$ cat config.mk
export PLATFORM = sky130hd
export DESIGN_NAME = serial_adder
export DESIGN_NICKNAME = d
export VERILOG_FILES = /design/src/rtl/serial_adder.sv
export SDC_FILE = /design/constraint.sdc
export NUM_CORES = 1
export LEC_CHECK = 0
export CORE_ASPECT_RATIO = 1.5
export CORE_MARGIN = 2
export CORE_UTILIZATION = 30
export DETAILED_ROUTE_END_ITERATION = 7
export PLACE_DENSITY_LB_ADDON = 0.08
export SYNTH_ARGS = -nofsm -noshare
export SYNTH_HDL_FRONTEND = slang
export SYNTH_SLANG_ARGS = --single-unit
export TNS_END_PERCENT = 10
$ cat constraint.sdc
create_clock -name clk -period 2.6 [get_ports clk]
set_input_delay 0.52 -clock clk [delete_from_list [all_inputs] [get_ports clk]]
set_output_delay 0.52 -clock clk [all_outputs]
set_load 0.01 [all_outputs]
$ cat src/rtl/serial_adder.sv
`default_nettype none
// ============================================================================
//  Module   : serial_adder
//  Brief    : Bit-serial adder. One full-adder cell and a carry flop process
//             one operand bit per clock, LSB first. The block uses a
//             start/busy/done handshake.
//  Revision : 1.0  initial release
// ============================================================================
module serial_adder #(
   parameter int WIDTH = 8
) (
   input  logic             clk,
   input  logic             rst_n,
   input  logic             start,
   input  logic [WIDTH-1:0] a,
   input  logic [WIDTH-1:0] b,
   input  logic             cin,
   output logic             busy,
   output logic             done,
   output logic [WIDTH-1:0] sum,
   output logic             cout
);

   localparam int CW = $clog2(WIDTH);
   localparam logic [CW-1:0] c_last = CW'(WIDTH - 1);

   typedef enum logic [1:0] {
      S_IDLE = 2'd0,
      S_RUN  = 2'd1,
      S_DONE = 2'd2
   } state_t;

   state_t           r_state;
   logic [WIDTH-1:0] r_a_sr;
   logic [WIDTH-1:0] r_b_sr;
   logic [WIDTH-1:0] r_res;
   logic             r_c;
   logic [CW-1:0]    r_cnt;
   logic             r_busy;
   logic             r_done;
   logic [WIDTH-1:0] r_sum;
   logic             r_cout;

   logic             w_s;
   logic             w_c_next;
   logic [WIDTH-1:0] w_res_next;

   // Full-adder cell on the current LSBs plus the carry flop
   assign w_s        = r_a_sr[0] ^ r_b_sr[0] ^ r_c;
   assign w_c_next   = (r_a_sr[0] & r_b_sr[0]) | (r_c & (r_a_sr[0] ^ r_b_sr[0]));
   assign w_res_next = {w_s, r_res[WIDTH-1:1]};

   // Control FSM and datapath: load on accept, one bit per RUN edge, publish on last bit
   always_ff @(posedge clk or negedge rst_n) begin
      if (!rst_n) begin
         r_state <= S_IDLE;
         r_a_sr  <= '0;
         r_b_sr  <= '0;
         r_res   <= '0;
         r_c     <= 1'b0;
         r_cnt   <= '0;
         r_busy  <= 1'b0;
         r_done  <= 1'b0;
         r_sum   <= '0;
         r_cout  <= 1'b0;
      end else begin
         case (r_state)
            S_IDLE, S_DONE: begin
               r_done <= 1'b0;
               if (start) begin
                  r_a_sr  <= a;
                  r_b_sr  <= b;
                  r_c     <= cin;
                  r_res   <= '0;
                  r_cnt   <= '0;
                  r_busy  <= 1'b1;
                  r_state <= S_RUN;
               end else begin
                  r_state <= S_IDLE;
               end
            end
            S_RUN: begin
               // start is deliberately ignored here; nothing is queued
               r_a_sr <= {1'b0, r_a_sr[WIDTH-1:1]};
               r_b_sr <= {1'b0, r_b_sr[WIDTH-1:1]};
               r_res  <= w_res_next;
               r_c    <= w_c_next;
               r_cnt  <= r_cnt + CW'(1);
               if (r_cnt == c_last) begin
                  r_sum   <= w_res_next;
                  r_cout  <= w_c_next;
                  r_busy  <= 1'b0;
                  r_done  <= 1'b1;
                  r_state <= S_DONE;
               end
            end
            default: begin
               r_busy  <= 1'b0;
               r_done  <= 1'b0;
               r_state <= S_IDLE;
            end
         endcase
      end
   end

   assign busy = r_busy;
   assign done = r_done;
   assign sum  = r_sum;
   assign cout = r_cout;

endmodule
`default_nettype wire

==> results of run 1 <==
[layout make-up]
cell class,instances,area share
clock buffer,5,0.0298
multi-input combinational,102,0.356
inverter,3,0.00488
tap,74,0.0401
clock inverter,3,0.00867
timing repair buffer,33,0.138
sequential,39,0.423
[state kept, by name, summed over array words and instances (netlist names)]
name,cells
r_state,1
done,1
r_cnt,3
r_res,7
cout,1
r_c,1
r_b_sr,8
r_a_sr,8
busy,1
sum,8
[cells in the final DEF, fill, tap and decap left out, types with 2 or more instances in the layout]
cell type	instances
ha_1	2
a21oi_1	14
nand2_1	4
clkdlybuf4s50_1	29
mux2_4	9
inv_1	3
mux2i_1	18
dfrtp_1	39
clkbuf_8	5
nor2_1	3
nand2b_1	2
clkinvlp_4	2
a211oi_1	13
o21ai_0	8
nand3_1	3
nor2b_1	13
a22o_1	6
buf_4	3
[kinds of logic (layout without fill, tap and decap cells)]
| logic type | count (synthesis) | in the layout | synth area share |
|---|---|---|---|
| AOI/OAI and AO/OA | 44 | 44 | 0.156 |
| muxes | 27 | 27 | 0.168 |
| buffers and inverters | 13 | 44 | 0.0407 |
| and+or+nand+nor | 28 | 28 | 0.0901 |
| DFF | 39 | 39 | 0.521 |
| adders and majority gates | 3 | 3 | 0.0240 |
[worst min-delay path by stage]
stage,startpoint,end,slack (ns),cells after the start
final,rst_n,r_a_sr[6],0.35,1
after global routing,rst_n,r_a_sr[6],0.42,1
after CTS,rst_n,r_c,0.38,1
after detailed placement,sum[1],sum[1],0.49,1
after global placement,sum[5],sum[5],0.50,1
after floorplan,rst_n,busy,0.22,0
[routing by layer]
metal / track usage / vias up / part of all wire
li1: - / 615 / -
met1: 0.169 / 641 / 0.46
met2: 0.191 / 25 / 0.49
met3: 0.0358 / 6 / 0.033
met4: 0.0554 / 0 / 0.020
met5: 0 / - / 0
[power groups by stage]
stage                     Clock, mW  Sequential [mW]  Combinational, mW
final                         0.416             1.11              0.985
after global routing          0.460             1.16               1.11
after CTS                     0.433             1.11               1.00
after detailed placement          0             1.12              0.996
after global placement            0             1.11              0.973
after floorplan                   0             1.07              0.723
[metrics by stage]
step,utilization,hold slack [ns],cells
after detailed placement,0.365,0.494,251
after floorplan,-,0.224,154
after global placement,0.365,0.496,251
final,0.379,0.348,259
after global routing,0.379,0.416,259
after CTS,0.379,0.384,259
==> results.json, run 1 <==
{
  "status": "completed",
  "slowest_stage": "clkdlybuf4s50_1",
  "fin_area_sq_um": 2310,
  "crit_fanout": 4,
  "syn_to_final_growth_pct": 23.2,
  "synth_area_leaders": "dfrtp_1 52%, mux2i_1 9.6%, mux2_4 7.2%, a211oi_1 5.2%, nor2b_1 4.3%",
  "rows": 35,
  "multi_input_area_sq_um": 822,
  "arrival_ns": 1.27,
  "num_io_pins": 31,
  "wl_per_cell_um": 14.7,
  "diodes": 0,
  "cts_tree": "done",
  "leakage_nw": 0.958,
  "critical_path.endpoint": "done",
  "slew_headroom": 0.407,
  "r2r_start": "r_state[0]",
  "cts_htree_levels": 2,
  "cts.sinks": 39,
  "fin_crit_ns": 1.79,
  "cts_hold_buf": 0,
  "intPower_mw": 1.62,
  "crit_start": "done",
  "synth_area_sq_um": 1870,
  "ys_ff_latch": 39,
  "dp_hpwl_mm": 2.56,
  "grt_pass1_vias": 1261,
  "synth_async_sr_flop_share": 1.00,
  "drc": 0,
  "fin_total_pwr_mw": 2.51,
  "synth_flop_cell": "dfrtp_1",
  "hold_viol_final": 0,
  "clk_latency_ns": 0.29,
  "slowest_delay_ns": 0.56,
  "path_class": "reg2out",
  "crit_required_ns": 2.08,
  "slew_violations": 0,
  "firstDrtPassIters": 3,
  "swShare": 0.353,
  "p_clk_frac": 0.166,
  "tns_ns": 0,
  "finalWorstSetupSlack_ns": 0.812,
  "cts_resized": 0,
  "placedInstanceArea_sq_um": 2220,
  "fin_skew_ns": 0.00542,
  "syn-num-nets": 177,
  "rsz0062_at_grt": "no",
  "grt_pass1_wl_mm": 6.49,
  "synth_top_area_share": 0.521,
  "setup_viol": 0,
  "cp_top_family": "buffers and inverters",
  "reg2reg_setup_slack_ns": 0.86,
  "gp_congestion": 0.654,
  "first_iter_violations": 49,
  "clockBufferDepth": 2,
  "final.fill_count": 593,
  "ff_latch_area_sq_um": 976,
  "pre_cts_slack_ns": 0.674,
  "start_kind": "register",
  "grtUsageTotal": 0.127,
  "cts_buffers": 5,
  "final.period_utilization": 0.688,
  "powerDensity_nw_per_um2": 1090,
  "max_freq_mhz": 559,
  "crit_chain": "clkdlybuf4s50_1",
  "synth_most_common_cell": "dfrtp_1",
  "clk_transition_reported_paths_ns": 0.08,
  "grt_max_degree": 40,
  "dieWidth_um": 68.5,
  "antenna_left": 0,
  "end_kind": "primary output",
  "synth-edff-count": 0,
  "dieArea_sq_um": 6910,
  "port-buffer-count": 30,
  "antenna_found_initial": 0,
  "wirelength_mm": 3.80,
  "syn-instance-count": 154,
  "p_comb_frac": 0.393,
  "core-area_sq_um": 6090,
  "dieHeight_um": 101,
  "grt_remaining_overflow": 0,
  "via_per_inst": 4.97,
  "r2r-end": "sum[7]",
  "nets": 207,
  "syn_avg_cell_area_sq_um": 12.2,
  "synth_cell_types": 25,
  "cp.depth": 1,
  "drive_gt1_frac": 0.124,
  "yosysWarnings": 0,
  "vdd_ir_drop_max_mv": 0.414,
  "seq_power_share": 0.441,
  "power_switching_mw": 0.885,
  "min_path_type": "in2async",
  "initial_core_util": 0.308,
  "clock-root-buffer": "clkbuf_8",
  "post_cts.repair.setup_buffers": 0,
  "vias": 1287,
  "path_buf_inv": 1,
  "ff2ff_path_depth": 3,
  "synth_seq_area_share": 0.521,
  "yosys.area.top_type": "dfrtp_1",
  "worstMarginPinSlew_ns": 0.889,
  "synth_commonest_cells": "39 x dfrtp_1, 18 x mux2i_1, 14 x a21oi_1, 13 x a211oi_1, 13 x nor2b_1",
  "maxCapViolations": 0
}
Note: power is estimated with default switching activity, not from simulation.
==> run 2: changes to the inputs <==
- clock period: 2.6 -> 1.5 ns (I/O delays scaled with it)
==> run 2 against run 1 <==
Compared with the run above:
- sequential cell count did not move
- hold slack better by 0.12 ns
- final cell count rose by 1.9%
- critical path depth increased by 3
- critical path type is now reg2reg
==> results.json, run 2 (synthesis results as in run 1) <==
{
  "status": "completed",
  "mostFrequentLayoutCells": "39 x dfrtp_1, 18 x mux2i_1, 18 x clkdlybuf4s50_1",
  "seq_power_share": 0.395,
  "dp_hpwl_mm": 2.67,
  "min_path_type": "in2async",
  "drive_gt1_frac": 0.147,
  "fin_total_pwr_mw": 4.72,
  "worstMarginPinSlew_ns": 0.419,
  "cts_tree": "done",
  "ff2ff_path_depth": 4,
  "arrival_ns": 1.58,
  "slew_violations": 0,
  "antenna_left": 0,
  "dieWidth_um": 68.5,
  "final_common_cell": "dfrtp_1",
  "vdd_ir_drop_max_mv": 0.784,
  "grtUsageTotal": 0.129,
  "core-area_sq_um": 6090,
  "dieArea_sq_um": 6910,
  "wirelength_mm": 3.85,
  "grt_remaining_overflow": 0,
  "slew_headroom": 0.720,
  "cts_htree_levels": 2,
  "clk_transition_reported_paths_ns": 0.08,
  "intPower_mw": 3.18,
  "fin_cells": 264,
  "maxCapViolations": 0,
  "vias": 1280,
  "cts.sinks": 39,
  "diodes": 0,
  "final.period_utilization": 0.933,
  "clockBufferDepth": 2,
  "end_kind": "register",
  "antenna_found_initial": 0,
  "rsz0062_at_grt": "no",
  "power_switching_mw": 1.54,
  "dieHeight_um": 101,
  "hold_viol_final": 0,
  "port-buffer-count": 30,
  "fin_skew_ns": 0.00823,
  "powerDensity_nw_per_um2": 1940,
  "gp_congestion": 0.688,
  "via_per_inst": 4.85,
  "setup_viol": 0,
  "tns_ns": 0,
  "start_kind": "register",
  "crit_fanout": 10,
  "nets": 212,
  "grt_max_degree": 34,
  "dp.cells": 255,
  "crit_required_ns": 1.68,
  "whs_ns": 0.469,
  "clock-root-buffer": "clkbuf_8",
  "swShare": 0.327,
  "num_io_pins": 31,
  "clk_latency_ns": 0.30,
  "rows": 35,
  "cts_buffers": 5,
  "p_clk_frac": 0.227,
  "fin_crit_ns": 1.40,
  "initial_core_util": 0.308,
  "wl_per_cell_um": 14.6,
  "firstDrtPassIters": 4,
  "leakage_nw": 1.07,
  "p_comb_frac": 0.379,
  "drc": 0,
  "first_iter_violations": 43,
  "grt_pass1_vias": 1352,
  "max_freq_mhz": 714,
  "syn_to_final_growth_pct": 29.6,
  "path_class": "reg2reg",
  "grt_pass1_wl_mm": 6.58
}
run 2: changes by cell type in the layout (fill, tap and decap cells not counted), moves of 2 or more:
cell | before | now
bufinv_16 | 0 | 2
dlygate4sd2_1 | 0 | 9
buf_12 | 0 | 3
clkdlybuf4s50_1 | 29 | 18
dlymetal6s2s_1 | 0 | 2
run 2: what timing repair did:
item,4_1_cts,5_1_grt
setup buffers,0,0
resized for setup,9,3
setup endpoints to repair,9,11
hold buffers,1,0
pin swaps,0,0
cloned,0,0
endpoints found under the hold margin,15,0
run 2: final timing paths:
path | from | endpoint | slack, ns
worst max register to register | r_cnt[0] | sum[0] | 0.1
worst min register to register | sum[2] | sum[2] | 0.51
worst min-delay path | rst_n | r_cnt[1] | 0.47
max in group asynchronous | rst_n | r_b_sr[4] | 0.56
worst max-delay path | r_cnt[0] | sum[0] | 0.1
min in group clk | sum[2] | sum[2] | 0.51
run 2: area by class of cell:
cell class	count	area (sq um)
fill	573	3660
sequential	39	976
multi-input combinational	102	825
timing repair buffer	38	389
tap	74	92.6
clock buffer	5	68.8
clock inverter	3	67.6
inverter	3	11.3
run 2: power groups by stage:
stage | registers [mW] | logic (mW) | clock network (mW)
3_5_place_dp | 1.90 | 1.88 | 0
5_1_grt | 1.95 | 2.01 | 1.15
2_1_floorplan | 1.85 | 1.25 | 0
4_1_cts | 1.88 | 1.83 | 1.09
6_report | 1.86 | 1.79 | 1.07
3_3_place_gp | 1.88 | 1.83 | 0
run 2: critical path, cell delays in order (launching register included):
cell	delay [ns]
dfrtp_1	0.42
ha_1	0.21
ha_2	0.22
nand2_8	0.13
mux2_4	0.31
run 2: through the flow:
step	util	area, sq um	worst slack (ns)
6_report	0.399	2430	0.0999
5_1_grt	0.399	2430	0.0446
4_1_cts	0.398	2420	0.00733
3_5_place_dp	0.376	2290	-0.0385
3_3_place_gp	0.376	2290	-0.0239
2_1_floorplan	-	1870	0.136
run 2: routing by layer:
| metal | global-route usage | share of wire | vias to the layer above |
|---|---|---|---|
| met5 | 0 | 0 | - |
| met4 | 0.0554 | 0.020 | 0 |
| met3 | 0.0335 | 0.036 | 6 |
| met2 | 0.206 | 0.51 | 28 |
| met1 | 0.160 | 0.44 | 620 |
| li1 | - | - | 626 |
==> run 3: changes to the inputs <==
- CAP_MARGIN: default -> 20
==> results of run 3 <==
No change in the layout: final DEF, timing and power equal those of run 2.
